<file path="config.mk">
export PLATFORM = sky130hd
export DESIGN_NAME = led_fade_ctrl_flat
export DESIGN_NICKNAME = d
export VERILOG_FILES = /design/src/rtl/led_fade_ctrl_if.sv /design/src/rtl/led_fade_ctrl.sv /design/src/flat_wrapper.sv
export SDC_FILE = /design/constraint.sdc
export NUM_CORES = 1
export LEC_CHECK = 0
export BUFFER_PORTS_ARGS = -buffer_cell sky130_fd_sc_hd__buf_2
export CAP_MARGIN = 20
export CORE_ASPECT_RATIO = 1.75
export CORE_MARGIN = 10
export CORE_UTILIZATION = 60
export CTS_BUF_LIST = sky130_fd_sc_hd__clkbuf_4 sky130_fd_sc_hd__clkbuf_8
export DETAILED_ROUTE_END_ITERATION = 8
export GPL_TIMING_DRIVEN = 0
export HOLD_SLACK_MARGIN = 0.15
export PLACE_DENSITY = 0.81
export SYNTH_ARGS = -nofsm -noshare
export SYNTH_HDL_FRONTEND = slang
export SYNTH_SLANG_ARGS = --single-unit
</file>
<file path="constraint.sdc">
create_clock -name clk -period 3.21 [get_ports clk]
set_input_delay 0.321 -clock clk [delete_from_list [all_inputs] [get_ports clk]]
set_output_delay 0.321 -clock clk [all_outputs]
set_load 0.02 [all_outputs]
</file>
<file path="src/rtl/led_fade_ctrl_if.sv">
`default_nettype none
// ============================================================================
//  Module   : led_fade_ctrl_if
//  Brief    : Control/status bundle between a brightness source and
//             led_fade_ctrl (run/mode/step inputs, duty and status outputs).
//  Revision : 1.0 - initial release
// ============================================================================
interface led_fade_ctrl_if #(
    parameter int DUTY_W = 4
);
    logic              en;
    logic              mode;
    logic              inc;
    logic              dec;
    logic [DUTY_W-1:0] duty;
    logic              at_max;
    logic              at_min;
    logic [2:0]        state;

    // Controller side: drives the requests, observes duty and status
    modport master (
        output en, mode, inc, dec,
        input  duty, at_max, at_min, state
    );

    // Sequencer side: consumes the requests, produces duty and status
    modport slave (
        input  en, mode, inc, dec,
        output duty, at_max, at_min, state
    );
endinterface
`default_nettype wire

</file>
<file path="src/rtl/led_fade_ctrl.sv">
`default_nettype none
// ============================================================================
//  Module   : led_fade_ctrl
//  Brief    : Brightness sequencer for a PWM LED dimmer. Manual mode steps the
//             duty on inc/dec pulses; breathe mode ramps up, holds, ramps down
//             and holds, stepping once per prescaler tick.
//  Revision : 1.0 - initial release
// ============================================================================
module led_fade_ctrl #(
    parameter int DUTY_W     = 4,
    parameter int STEP_DIV   = 65536,
    parameter int HOLD_STEPS = 8
) (
    input  wire logic          clk,
    input  wire logic          reset,
    led_fade_ctrl_if.slave     bus
);
    localparam int c_PRESC_W = (STEP_DIV   > 1) ? $clog2(STEP_DIV)   : 1;
    localparam int c_HOLD_W  = (HOLD_STEPS > 1) ? $clog2(HOLD_STEPS) : 1;

    localparam logic [DUTY_W-1:0]    c_DMAX       = {DUTY_W{1'b1}};
    localparam logic [DUTY_W-1:0]    c_DZERO      = '0;
    localparam logic [c_PRESC_W-1:0] c_PRESC_LAST = c_PRESC_W'(STEP_DIV - 1);
    localparam logic [c_HOLD_W-1:0]  c_HOLD_LAST  = c_HOLD_W'(HOLD_STEPS - 1);

    typedef enum logic [2:0] {
        MAN  = 3'd0,
        LOW  = 3'd1,
        UP   = 3'd2,
        HIGH = 3'd3,
        DOWN = 3'd4
    } state_t;

    state_t                r_state;
    state_t                w_state_nxt;
    logic [DUTY_W-1:0]     r_duty;
    logic [DUTY_W-1:0]     w_duty_nxt;
    logic [c_HOLD_W-1:0]   r_hold;
    logic [c_HOLD_W-1:0]   w_hold_nxt;
    logic [c_PRESC_W-1:0]  r_presc;
    logic                  w_tick;
    logic [DUTY_W-1:0]     w_duty_inc;
    logic [DUTY_W-1:0]     w_duty_dec;

    assign w_tick     = (r_presc == c_PRESC_LAST);
    assign w_duty_inc = r_duty + 1'b1;
    assign w_duty_dec = r_duty - 1'b1;

    // Step prescaler: counts only while enabled, restarts from zero whenever
    // en drops so the first step after re-enable is a full period away
    always_ff @(posedge clk) begin
        if (reset || !bus.en || w_tick) begin
            r_presc <= '0;
        end else begin
            r_presc <= r_presc + 1'b1;
        end
    end

    // State, duty and hold-count registers
    always_ff @(posedge clk) begin
        if (reset) begin
            r_state <= MAN;
            r_duty  <= '0;
            r_hold  <= '0;
        end else begin
            r_state <= w_state_nxt;
            r_duty  <= w_duty_nxt;
            r_hold  <= w_hold_nxt;
        end
    end

    // Next-state logic: mode changes take priority and apply no step on the
    // entry cycle; ramp/hold actions only happen on tick cycles
    always_comb begin
        w_state_nxt = r_state;
        w_duty_nxt  = r_duty;
        w_hold_nxt  = r_hold;

        if (bus.en) begin
            case (r_state)
                MAN: begin
                    if (bus.mode) begin
                        w_state_nxt = (r_duty != c_DMAX) ? UP : HIGH;
                        w_hold_nxt  = '0;
                    end else if (bus.inc && !bus.dec && (r_duty != c_DMAX)) begin
                        w_duty_nxt = w_duty_inc;
                    end else if (bus.dec && !bus.inc && (r_duty != c_DZERO)) begin
                        w_duty_nxt = w_duty_dec;
                    end
                end
                UP, HIGH, DOWN, LOW: begin
                    if (!bus.mode) begin
                        w_state_nxt = MAN;
                        w_hold_nxt  = '0;
                    end else if (w_tick) begin
                        case (r_state)
                            UP: begin
                                if (r_duty != c_DMAX) begin
                                    w_duty_nxt = w_duty_inc;
                                end
                                if ((r_duty == c_DMAX) || (w_duty_inc == c_DMAX)) begin
                                    w_state_nxt = HIGH;
                                    w_hold_nxt  = '0;
                                end
                            end
                            DOWN: begin
                                if (r_duty != c_DZERO) begin
                                    w_duty_nxt = w_duty_dec;
                                end
                                if ((r_duty == c_DZERO) || (w_duty_dec == c_DZERO)) begin
                                    w_state_nxt = LOW;
                                    w_hold_nxt  = '0;
                                end
                            end
                            HIGH: begin
                                if (r_hold == c_HOLD_LAST) begin
                                    w_state_nxt = DOWN;
                                    w_hold_nxt  = '0;
                                end else begin
                                    w_hold_nxt = r_hold + 1'b1;
                                end
                            end
                            default: begin
                                if (r_hold == c_HOLD_LAST) begin
                                    w_state_nxt = UP;
                                    w_hold_nxt  = '0;
                                end else begin
                                    w_hold_nxt = r_hold + 1'b1;
                                end
                            end
                        endcase
                    end
                end
                default: begin
                    w_state_nxt = MAN;
                    w_hold_nxt  = '0;
                end
            endcase
        end
    end

    assign bus.duty   = r_duty;
    assign bus.at_max = (r_duty == c_DMAX);
    assign bus.at_min = (r_duty == c_DZERO);
    assign bus.state  = r_state;

endmodule
`default_nettype wire

</file>
<file path="src/flat_wrapper.sv">
// flat-port wrapper written by rule: the top's interface ports become plain ports
module led_fade_ctrl_flat 
#(
    parameter int DUTY_W     = 4,
    parameter int STEP_DIV   = 65536,
    parameter int HOLD_STEPS = 8
)
  (clk, reset, bus_en, bus_mode, bus_inc, bus_dec, bus_duty, bus_at_max, bus_at_min, bus_state);
  led_fade_ctrl_if #(.DUTY_W(DUTY_W)) bus_i ();
  input  wire logic clk;
  input  wire logic reset;
  input wire logic [$bits(bus_i.en)-1:0] bus_en;
  input wire logic [$bits(bus_i.mode)-1:0] bus_mode;
  input wire logic [$bits(bus_i.inc)-1:0] bus_inc;
  input wire logic [$bits(bus_i.dec)-1:0] bus_dec;
  output wire logic [$bits(bus_i.duty)-1:0] bus_duty;
  output wire logic [$bits(bus_i.at_max)-1:0] bus_at_max;
  output wire logic [$bits(bus_i.at_min)-1:0] bus_at_min;
  output wire logic [$bits(bus_i.state)-1:0] bus_state;
  assign bus_i.en = bus_en;
  assign bus_i.mode = bus_mode;
  assign bus_i.inc = bus_inc;
  assign bus_i.dec = bus_dec;
  assign bus_duty = bus_i.duty;
  assign bus_at_max = bus_i.at_max;
  assign bus_at_min = bus_i.at_min;
  assign bus_state = bus_i.state;
  led_fade_ctrl #(.DUTY_W(DUTY_W), .STEP_DIV(STEP_DIV), .HOLD_STEPS(HOLD_STEPS)) u_core (.clk(clk), .reset(reset), .bus(bus_i));
endmodule
</file>
# Word level (Yosys, flattened, before mapping)
# Cells that the tools add are included.
# classes
n_mux	27
n_mul	0
eq_ne	22
div	0
reduce_logical	20
shift	0
magnitude_cmp	0
addsub	4
n_bitwise	0
# op_table
op	n
two-way mux 3 bit	13
two-way mux 4 bit	7
one-hot mux 3 bit (2 select lines)	3
adder 16 x 1 -> 16 bit, second input constant	1
equality test 16 bit, second input constant	1
one-hot mux 4 bit (2 select lines)	2
inequality test 4 x 3 -> 1 bit, second input constant	3
inequality test 3 x 2 -> 1 bit, second input constant	3
one-hot mux 3 bit (3 select lines)	1
AND reduction 9 bit	1
equality test 4 bit, second input constant	2
zero test 4 bit	2
AND reduction 7 bit	1
equality test 3 x 2 -> 1 bit, second input constant	2
equality test 3 bit, second input constant	2
inequality test 2 bit, second input constant	3
inequality test 3 x 1 -> 1 bit, second input constant	2
inequality test 5 x 2 -> 1 bit, second input constant	1
AND reduction 5 bit	1
adder 4 x 1 -> 4 bit, second input constant	1
logical AND 1 bit	4
logical OR 1 bit	4
inequality test 4 bit, second input constant	1
nonzero test 4 bit	1
other kinds (9)	11
# totals
wordCells	77
mem_bits_ro	0
latchBits	0
regBits	26
memories	0
ramBits	0

# Logic depth before layout (Yosys ltp)
# Gate-level depths: netlist (run 1).
# logic_depth
word_depth	8
mapped_depth	8

# Worst setup path after synthesis (run 1)
# OpenSTA, ideal clock, no wires.
# synth_path
kind	flip-flop to flip-flop
startpoint	reg u_core.r_duty[0], in the netlist u_core.bus.duty[0]
endpoint	reg u_core.r_state[0], in the netlist u_core.bus.state[0]
path_stages_with_launch	9
path_buffers	0
synth_period_minus_slack_ps	2301
setup_ps	71
arrival_time_ps	2231
required_ps	3139
slack_ps	909
cell_sequence	dfxtp_1 -> inv_1 -> ha_1 -> or3b_2 -> nand4_1 -> o311ai_1 -> or2_2 -> o21ai_0 -> a21oi_1
# synth_via
elab_chain_len	5
# synth_lines
item	line_no	rtl
start: declaration	led_fade_ctrl.sv:36	logic [DUTY_W-1:0] r_duty;
start signal: assignment	led_fade_ctrl.sv:67	r_duty <= w_duty_nxt;
adder 4 x 1 -> 4 bit or subtractor 4 x 1 -> 4 bit (tied branches)	led_fade_ctrl.sv:46, led_fade_ctrl.sv:47	
equality test 4 bit or zero test 4 bit (tied branches)	led_fade_ctrl.sv:101, led_fade_ctrl.sv:110	
logical OR 1 bit (on tied branches)	led_fade_ctrl.sv:101, led_fade_ctrl.sv:110	
inequality test 4 x 3 -> 1 bit (no source line)	--	
AND reduction 7 bit (no source line)	--	
end signal: assignment	led_fade_ctrl.sv:66	r_state <= w_state_nxt;
end: declaration	led_fade_ctrl.sv:34	state_t r_state;
# Several ways; a longest one is shown, not always the timed one. The select of a mux whose other input is x is not followed.
# A chain may end at the register's enable or synchronous reset.

# Worst setup path in the final report (run 1)
# Ends and elaborated chain as after synthesis.

==> flow_summary.yaml, run 1 <==
status:
  status: "complete, no violations"
layout:
  final_cells: 218
  most-common-layout-cells: "nor2_1, dfxtp_1, buf_2"
  nFillCells: 204
  final_common_cell: "nor2_1"
  drive_above_1_share: 0.145
  diodes: 0
  ff_latch_area_um2: 520
  syn_to_final_growth_pct: 10.3
  design_area_um2: 1620
  nets: 207
  multi_input_area_um2: 900
setup_path:
  rr_endpoint: "u_core.bus.state[0]$_SDFFE_PP0P_"
  crit_type: "register to register"
  crit_start: "u_core.bus.duty[0]$_SDFFE_PP0P_"
  cp_max_fo: 10
  path_delay_family: "compound AO/OA/AOI/OAI gates"
  max_stage_delay_ns: 0.89
  worstPathArrival_ns: 2.79
  required_ns: 3.36
  path_depth: 8
  reg2regPathDepth: 8
  critical_path.n_buffers_inverters: 1
  cp_slowest_cell: "o311ai_1"
  start_kind: "register"
  ff2ff_setup_slack_ns: 0.57
  crit_chain: "inv_1 -> ha_1 -> or3b_2 -> nand4_1 -> o311ai_1 -> nor2_1 -> nand4b_1 -> a21oi_1"
  timing.rr.start: "u_core.bus.duty[0]$_SDFFE_PP0P_"
  cp-end-kind: "register"
place:
  io_buffers: 13
  dp.cells: 214
  hpwl_um: 2470
  place_area_um2: 1570
  routabilityCongestion: 0.881
clocking:
  htreeDepth: 1
  post_cts_buffers: 0
  cts.hold.buffers_added: 0
  clock_path_buffers: 2
  clkTransAtPathRegs_ns: 0.09
  cts_resized: 0
  clock_latency_ns: 0.27
  cts_sinks: 26
  cts_made_buffers: 3
  cts_tree: "built"
  cts_root_buffer: "clkbuf_8"
yosys:
  yosysSeqAreaShare: 0.354
  synth.avg_cell_area_um2: 8.36
  syn_nets: 189
  synthCells: 176
  synth_edf_count: 0
  async_flop_share: 0
  yosysUniqueCellTypes: 42
  ys_ff_latch: 26
  synth_area_um2: 1470
  yosys_warnings: 0
  ys.flop_type: "dfxtp_1"
pwr:
  leakagePower_nw: 0.613
  powerDensity_nw_per_um2: 415
  ir_worst_vdd_uv: 334
sta:
  final_hold_viol_count: 0
  fmax_mhz: 379
  rsz0062_at_grt: "no"
  worst_slew_pin_slew_ns: 0.988
  relSlewSlack: 0.331
  setup-tns-final_ns: 0
  setup_viol: 0
  drv_slew: 0
  fin_skew_ns: 0.00569
  fin_crit_sh: 0.822
  fin_crit_ns: 2.64
global_routing:
  grt_pass1_wl_um: 5620
  track_usage: 0.134
  overflow: 0
  antenna_found_initial: 0
  grt_start_max_net_pins: 15
  grt_pass1_vias: 1349
drt:
  dr.first_iter.drc_count: 22
  totalWireLength_um: 3230
  post_drt_wl_per_cell_um: 14.8
  antenna_left: 0
  dr.pass1.iters: 4
  remaining_drc_errors: 0
  vias: 1311
  via_per_inst: 6.01
worst_hold_path:
  hold_end: "u_core.bus.state[1]$_SDFFE_PP0P_"
  holdPathStages: 2
  min_path_type: "input port to register"
  min_from: "reset"
run:
  drv_cap: 0
floorplan:
  die_h_um: 85.5
  io_pins: 15
  die-area_um2: 4910
  rows: 23
  floorplan.initialDensity: 0.631
  die_w_um: 57.4
  core_area_um2: 2330
power by group:
group / internal (mW) / leakage [nW] / switching (mW)
registers: 0.329 / 0.210 / 0.0117
logic: 0.0477 / 0.374 / 0.0717
clock network: 0.110 / 0.0288 / 0.103
total: 0.487 / 0.613 / 0.186
per-stage QoR:
stage	utilization	power [mW]	hold WS, ns	setup slack [ns]
floorplan	-	0.433	0.418	0.909
global placement	0.673	0.459	0.429	0.741
detailed placement	0.673	0.465	0.447	0.623
CTS	0.696	0.673	0.278	0.592
global route	0.696	0.702	0.302	0.274
finish	0.696	0.673	0.279	0.570
state kept, by name, summed over array words and instances (netlist names):
register / cells
u_core.r_hold: 3
u_core.r_presc: 16
u_core.bus.duty: 4
u_core.bus.state: 3
final cells by class:
type | instances | area share
flip-flops and latches | 26 | 0.321
clock buffers | 4 | 0.0339
multi-input cells | 139 | 0.554
repair buffers | 13 | 0.0401
inverters | 6 | 0.0139
well taps | 25 | 0.0193
plain buffers | 5 | 0.0177
cell families (layout without fill, tap and decap cells):
logic type               count (synthesis)  count (layout)  share of synthesized area
AND/OR/NAND/NOR                         79              79                      0.280
AO/OA/AOI/OAI                           31              31                      0.135
flip-flops                              26              26                      0.354
XOR/XNOR                                16              16                     0.0952
buffers and inverters                   11              28                     0.0349
adder cells (fa/ha/maj)                  8               8                     0.0663
multiplexers                             5               5                     0.0349
layer usage:
layer | track usage | vias to the layer above | routed length [µm]
met5 | 0 | - | 0
met4 | 0.0730 | 0 | 83
met3 | 0.0251 | 9 | 71
met2 | 0.258 | 15 | 1790
met1 | 0.125 | 629 | 1290
li1 | - | 658 | -
how the worst max path moves through the flow:
stage / to
floorplan: u_core.bus.state[0]$_SDFFE_PP0P_
global placement: u_core.bus.state[0]$_SDFFE_PP0P_
detailed placement: u_core.bus.state[0]$_SDFFE_PP0P_
CTS: u_core.bus.state[0]$_SDFFE_PP0P_
global route: u_core.bus.state[0]$_SDFFE_PP0P_
finish: u_core.bus.state[0]$_SDFFE_PP0P_
cell usage after synthesis (all sizes together) (2+ instances only):
| cell | number | area, µm² |
|---|---|---|
| nor2b | 2 | 12.5 |
| nand3 | 8 | 40.0 |
| and2 | 2 | 13.8 |
| ha | 7 | 87.6 |
| mux2i | 4 | 40.0 |
| inv | 6 | 22.5 |
| nor2 | 27 | 101 |
| dfxtp | 26 | 521 |
| and3 | 2 | 12.5 |
| nand4 | 6 | 37.5 |
| nand2 | 11 | 41.3 |
| or3 | 5 | 31.3 |
| o21ai | 10 | 50.1 |
| a21oi | 10 | 50.1 |
| a31oi | 2 | 12.5 |
| or3b | 3 | 26.3 |
| xor2 | 8 | 70.1 |
| clkbuf | 5 | 28.8 |
| xnor2 | 8 | 70.1 |
| o21a | 2 | 22.5 |
| nor3 | 3 | 15.0 |
| nand3b | 2 | 15.0 |
Note: power is estimated with default switching activity, not from simulation.
==> run 2: changes to the inputs <==
--- a/config.mk
+++ b/config.mk
@@ -9,12 +9,12 @@
 export CAP_MARGIN = 20
 export CORE_ASPECT_RATIO = 1.75
 export CORE_MARGIN = 10
-export CORE_UTILIZATION = 60
+export CORE_UTILIZATION = 54
 export CTS_BUF_LIST = sky130_fd_sc_hd__clkbuf_4 sky130_fd_sc_hd__clkbuf_8
 export DETAILED_ROUTE_END_ITERATION = 8
 export GPL_TIMING_DRIVEN = 0
 export HOLD_SLACK_MARGIN = 0.15
-export PLACE_DENSITY = 0.81
+export PLACE_DENSITY = 0.77
 export SYNTH_ARGS = -nofsm -noshare
 export SYNTH_HDL_FRONTEND = slang
 export SYNTH_SLANG_ARGS = --single-unit
==> constraint.sdc (replaced) <==
create_clock -name clk -period 2.12 [get_ports clk]
set_input_delay 0.212 -clock clk [delete_from_list [all_inputs] [get_ports clk]]
set_output_delay 0.212 -clock clk [all_outputs]
set_load 0.02 [all_outputs]
==> run 2 against run 1 <==
  * The run now ends with setup timing left
  * Highest routed layer unchanged
  * Count of clock-buffer cells in the layout fell by 1
  * Critical endpoint is now u_core.bus.duty[2]$_SDFFE_PP0P_
  * Setup slack worse by 0.58 ns
  * Utilization fell by 0.63 points
  * Via count grew 5.3%
  * Combinational power increased by 88%
  * Power rose by 51%
  * Wire length is 13% higher
  * Non-clock buffer count up 12
  * Critical path type unchanged
  * Final cell count up 6.0%
  * Clock skew down 0.0046 ns
  * Cell area grew 13%
==> flow_summary.yaml, run 2 (synthesized netlist as in run 1, its figures left out) <==
status:
  status: "finished with violations"
  violations: "setup timing"
worst_hold_path:
  min_path_type: "input port to register"
  min_from: "reset"
drt:
  dr.first_iter.drc_count: 41
  wl_met3_um: 114
  dr.pass1.iters: 4
  antenna_left: 0
  post_drt_wl_per_cell_um: 15.8
  via_per_inst: 5.97
  totalWireLength_um: 3660
  remaining_drc_errors: 0
  top_layer: "met4"
  vias: 1380
  met2_length_um: 2000
  m1WireLength_um: 1470
clocking:
  cts_made_buffers: 3
  cts_sinks: 26
  clock_path_buffers: 2
  htreeDepth: 1
  clock_latency_ns: 0.27
  cts_tree: "built"
  cts_root_buffer: "clkbuf_8"
  clkTransAtPathRegs_ns: 0.08
floorplan:
  floorplan.initialDensity: 0.553
  io_pins: 15
  die_h_um: 89.1
  core_area_um2: 2660
  rows: 25
  die_w_um: 59.5
  die-area_um2: 5300
setup_path:
  worstPathArrival_ns: 2.32
  crit_start: "u_core.bus.duty[0]$_SDFFE_PP0P_"
  max_stage_delay_ns: 0.41
  critical_path.n_buffers_inverters: 2
  crit_chain: "inv_4 -> ha_4 -> or3b_4 -> nand4_1 -> buf_4 -> o211ai_1 -> nand4_1 -> or3_1 -> a21oi_1"
  path_common_cell: "nand4_1"
  cp-end-kind: "register"
  required_ns: 2.31
  start_kind: "register"
  crit_type: "register to register"
  timing.rr.start: "u_core.bus.duty[0]$_SDFFE_PP0P_"
  cp_slowest_cell: "dfxtp_4"
  cp_max_fo: 8
  path_delay_family: "simple AND/OR/NAND/NOR gates"
layout:
  nets: 219
  largest_register: "u_core.r_presc"
  final_common_cell: "nor2_1"
  final_util: 0.690
  syn_to_final_growth_pct: 24.7
  most-common-layout-cells: "nor2_1, buf_2, dfxtp_1"
  largest_reg_flops: 16
  drive_above_1_share: 0.333
  diodes: 0
  final_cells: 231
sta:
  fin_crit_sh: 1.01
  worst_slew_pin_slew_ns: 0.531
  drv_slew: 0
  fmax_mhz: 469
  fin_skew_ns: 0.00110
  rsz0062_at_grt: "yes"
  relSlewSlack: 0.646
  setup_viol: 2
  fin_ws_ns: -0.0119
  final_hold_viol_count: 0
  setup-tns-final_ns: -0.0144
  fin_crit_ns: 2.13
run:
  drv_cap: 0
global_routing:
  grt_pass1_wl_um: 6110
  grt_pass1_vias: 1482
  overflow: 0
  antenna_found_initial: 0
  grt_start_max_net_pins: 14
  track_usage: 0.143
place:
  io_buffers: 13
  hpwl_um: 2560
  dp.cells: 216
  pre_cts_ws_ns: -0.180
  routabilityCongestion: 0.862
pwr:
  leakagePower_nw: 0.689
  ir_worst_vdd_uv: 527
  powerDensity_nw_per_um2: 555
-- run 2: cell count changes in the layout (fill, tap and decap cells not counted), moves of 3 or more --
cell     delta
dfxtp_2    +10
buf_4      +12
dfxtp_1    -13
ha_1        -3
dfxtp_4     +3
-- run 2: through the flow --
step	cell area, µm²	hold WS [ns]	power, mW
after detailed placement	1590	0.437	0.711
after CTS	1730	0.196	0.994
after global placement	1590	0.433	0.704
after global routing	1830	0.198	1.06
after floorplan	1500	0.314	0.661
final	1830	0.186	1.02
-- run 2: where the power goes --
| group | switching (mW) | leakage, nW | internal [mW] |
|---|---|---|---|
| Sequential | 0.0240 | 0.217 | 0.498 |
| Combinational | 0.121 | 0.450 | 0.102 |
| Clock | 0.144 | 0.0216 | 0.127 |
-- run 2: metal layers --
| metal | GRT usage | up-vias |
|---|---|---|
| li1 | - | 683 |
| met4 | 0.0881 | 0 |
| met2 | 0.256 | 33 |
| met3 | 0.0256 | 9 |
| met1 | 0.144 | 655 |
| met5 | 0 | - |
-- run 2: cell type report --
type,count,area [µm²]
multi-input combinational,139,995
sequential,26,544
inverter,6,27.5
clock buffer,3,41.3
timing repair buffer,26,166
buffer,4,26.3
tap,27,33.8
fill,223,825
-- run 2: final timing paths --
kind	to	slack (ns)	cells after the start
worst max-delay path	u_core.bus.duty[2]$_SDFFE_PP0P_	-0.01	9
worst min register to register	u_core.r_hold[1]$_SDFFE_PP0P_	0.48	2
worst min-delay path	u_core.bus.state[1]$_SDFFE_PP0P_	0.19	2
worst max register to register	u_core.bus.duty[2]$_SDFFE_PP0P_	-0.01	9
-- run 2: worst register-to-register path, cell delays in order, from the launching register on --
cell and delay, ns:
dfxtp_4 0.41, inv_4 0.06, ha_4 0.15, or3b_4 0.23
nand4_1 0.16, buf_4 0.20, o211ai_1 0.08, nand4_1 0.20
or3_1 0.37, a21oi_1 0.20
-- run 2: what timing repair did --
item | 4_1_cts | 5_1_grt
pin swaps | 8 | 7
endpoints found under the setup margin | 8 | 20
gates resized for setup | 12 | 24
setup buffers | 7 | 6
hold buffers | 0 | 0
==> run 3: changes to the inputs <==
==> constraint.sdc (replaced) <==
create_clock -name clk -period 1.91 [get_ports clk]
set_input_delay 0.191 -clock clk [delete_from_list [all_inputs] [get_ports clk]]
set_output_delay 0.191 -clock clk [all_outputs]
set_load 0.02 [all_outputs]
==> run 3 against run 2 <==
  * Register-to-register slack worse by 0.18 ns
  * Critical path depth is 3 lower
  * Die area stayed put
  * Sequential share of layout area is 1.7 points lower
  * Clock power is 12% higher
  * Setup slack worse by 0.18 ns
  * Hold slack better by 0.051 ns
  * Critical path type unchanged
  * Combinational power is 34% higher
  * Power is 16% higher
  * The flow still finishes with violations (setup timing)
  * Clock skew is 0.00076 ns higher
  * Final cell count is 4.3% higher
  * Global-route usage is 0.91 points higher
  * Critical endpoint is now u_core.r_hold[0]$_SDFFE_PP0P_
==> flow_summary.yaml, run 3 (synthesized netlist as in run 1, its figures left out) <==
status:
  status: "finished with violations"
  violations: "setup timing"
clocking:
  cts_tree: "built"
  clock_latency_ns: 0.27
  cts_sinks: 26
  clkTransAtPathRegs_ns: 0.08
  htreeDepth: 1
  cts_root_buffer: "clkbuf_8"
  clock_path_buffers: 2
  cts_made_buffers: 3
layout:
  design_area_um2: 1960
  most-common-layout-cells: "nor2_1, buf_4, buf_2"
  final_cells: 241
  final_util: 0.736
  largest_register: "u_core.r_presc"
  drive_above_1_share: 0.393
  final_common_cell: "nor2_1"
  diodes: 0
  nFillCells: 200
  syn_to_final_growth_pct: 33.0
  nets: 229
  largest_reg_flops: 16
place:
  routabilityCongestion: 0.820
  dp.cells: 216
  io_buffers: 13
  pre_cts_ws_ns: -0.244
  hpwl_um: 2510
  place_area_um2: 1630
floorplan:
  die_h_um: 89.1
  rows: 25
  floorplan.initialDensity: 0.553
  io_pins: 15
  die_w_um: 59.5
  core_area_um2: 2660
  die-area_um2: 5300
setup_path:
  crit_type: "register to register"
  start_kind: "register"
  cp_max_fo: 5
  reg2regPathDepth: 6
  path_delay_family: "simple AND/OR/NAND/NOR gates"
  ff2ff_setup_slack_ns: -0.20
  rr_endpoint: "u_core.r_hold[0]$_SDFFE_PP0P_"
  crit_chain: "nand4_1 -> or4_4 -> o21a_1 -> o21a_4 -> or4b_1 -> a21oi_1"
  required_ns: 2.12
  timing.rr.start: "u_core.r_presc[9]$_SDFF_PP0_"
  worstPathArrival_ns: 2.31
  cp_slowest_cell: "or4_4"
  cp-end-kind: "register"
  critical_path.n_buffers_inverters: 0
  max_stage_delay_ns: 0.59
pwr:
  ir_worst_vdd_uv: 635
  powerDensity_nw_per_um2: 602
  leakagePower_nw: 0.743
  finalPower_mw: 1.18
global_routing:
  met1_usage: 0.134
  grtUsageMet2: 0.289
  grt_use_met3: 0.0256
  overflow: 0
  gr-max-usage-layer: "met2"
  track_usage: 0.152
  grt_start_max_net_pins: 14
  antenna_found_initial: 0
  grt_pass1_wl_um: 6420
  grt_pass1_vias: 1521
worst_hold_path:
  holdPathStages: 2
  hold_end: "u_core.r_presc[14]$_SDFF_PP0_"
  min_from: "bus_en"
  min_path_type: "input port to register"
sta:
  fin_crit_ns: 2.11
  setup-tns-final_ns: -1.15
  fin_crit_sh: 1.10
  setup_viol: 10
  fmax_mhz: 475
  fin_skew_ns: 0.00186
  whs_ns: 0.236
  relSlewSlack: 0.667
  drv_slew: 0
  rsz0062_at_grt: "yes"
  worst_slew_pin_slew_ns: 0.500
  final_hold_viol_count: 0
  fin_ws_ns: -0.196
drt:
  antenna_left: 0
  post_drt_wl_per_cell_um: 16.1
  remaining_drc_errors: 0
  vias: 1449
  dr.first_iter.drc_count: 49
  totalWireLength_um: 3890
  dr.pass1.iters: 4
  via_per_inst: 6.01
run:
  drv_cap: 0
-- run 3: timing repair --
| action | CTS | global route |
|---|---|---|
| gates resized for setup | 16 | 17 |
| endpoints found under the hold margin | 1 | 0 |
| setup buffers | 18 | 2 |
| hold buffers | 1 | 0 |
| endpoints found under the setup margin | 20 | 20 |
| pin swaps | 12 | 6 |
| cloned | 1 | 0 |
-- run 3: routing by layer --
layer | vias up | routed length, µm
met5 | - | 0
met4 | 0 | 161
met3 | 18 | 90
met2 | 33 | 2160
met1 | 698 | 1480
li1 | 700 | -
-- run 3: worst max path at each step --
stage	to	slack, ns	start	cells past startpoint
2_1_floorplan	u_core.r_hold[0]$_SDFFE_PP0P_	-0.09	u_core.r_presc[7]$_SDFF_PP0_	6
3_3_place_gp	u_core.r_hold[0]$_SDFFE_PP0P_	-0.19	u_core.r_presc[11]$_SDFF_PP0_	6
3_5_place_dp	u_core.r_hold[0]$_SDFFE_PP0P_	-0.24	u_core.r_presc[11]$_SDFF_PP0_	6
4_1_cts	u_core.bus.duty[2]$_SDFFE_PP0P_	-0.20	u_core.r_presc[6]$_SDFF_PP0_	6
5_1_grt	u_core.bus.duty[1]$_SDFFE_PP0P_	-0.27	u_core.r_presc[5]$_SDFF_PP0_	7
6_report	u_core.r_hold[0]$_SDFFE_PP0P_	-0.20	u_core.r_presc[9]$_SDFF_PP0_	6
-- run 3: power breakdown --
part           switching [mW]  internal, mW  leakage, nW
clock network           0.163         0.142       0.0216
registers              0.0203         0.553        0.218
logic                   0.161         0.140        0.503
-- run 3: cell type report --
class / count / area [µm²] / share of cell area
tap: 27 / 33.8 / 0.0173
timing repair buffer: 34 / 225 / 0.115
sequential: 26 / 547 / 0.279
buffer: 5 / 33.8 / 0.0173
multi-input combinational: 140 / 1050 / 0.536
clock buffer: 3 / 41.3 / 0.0211
inverter: 6 / 27.5 / 0.0141
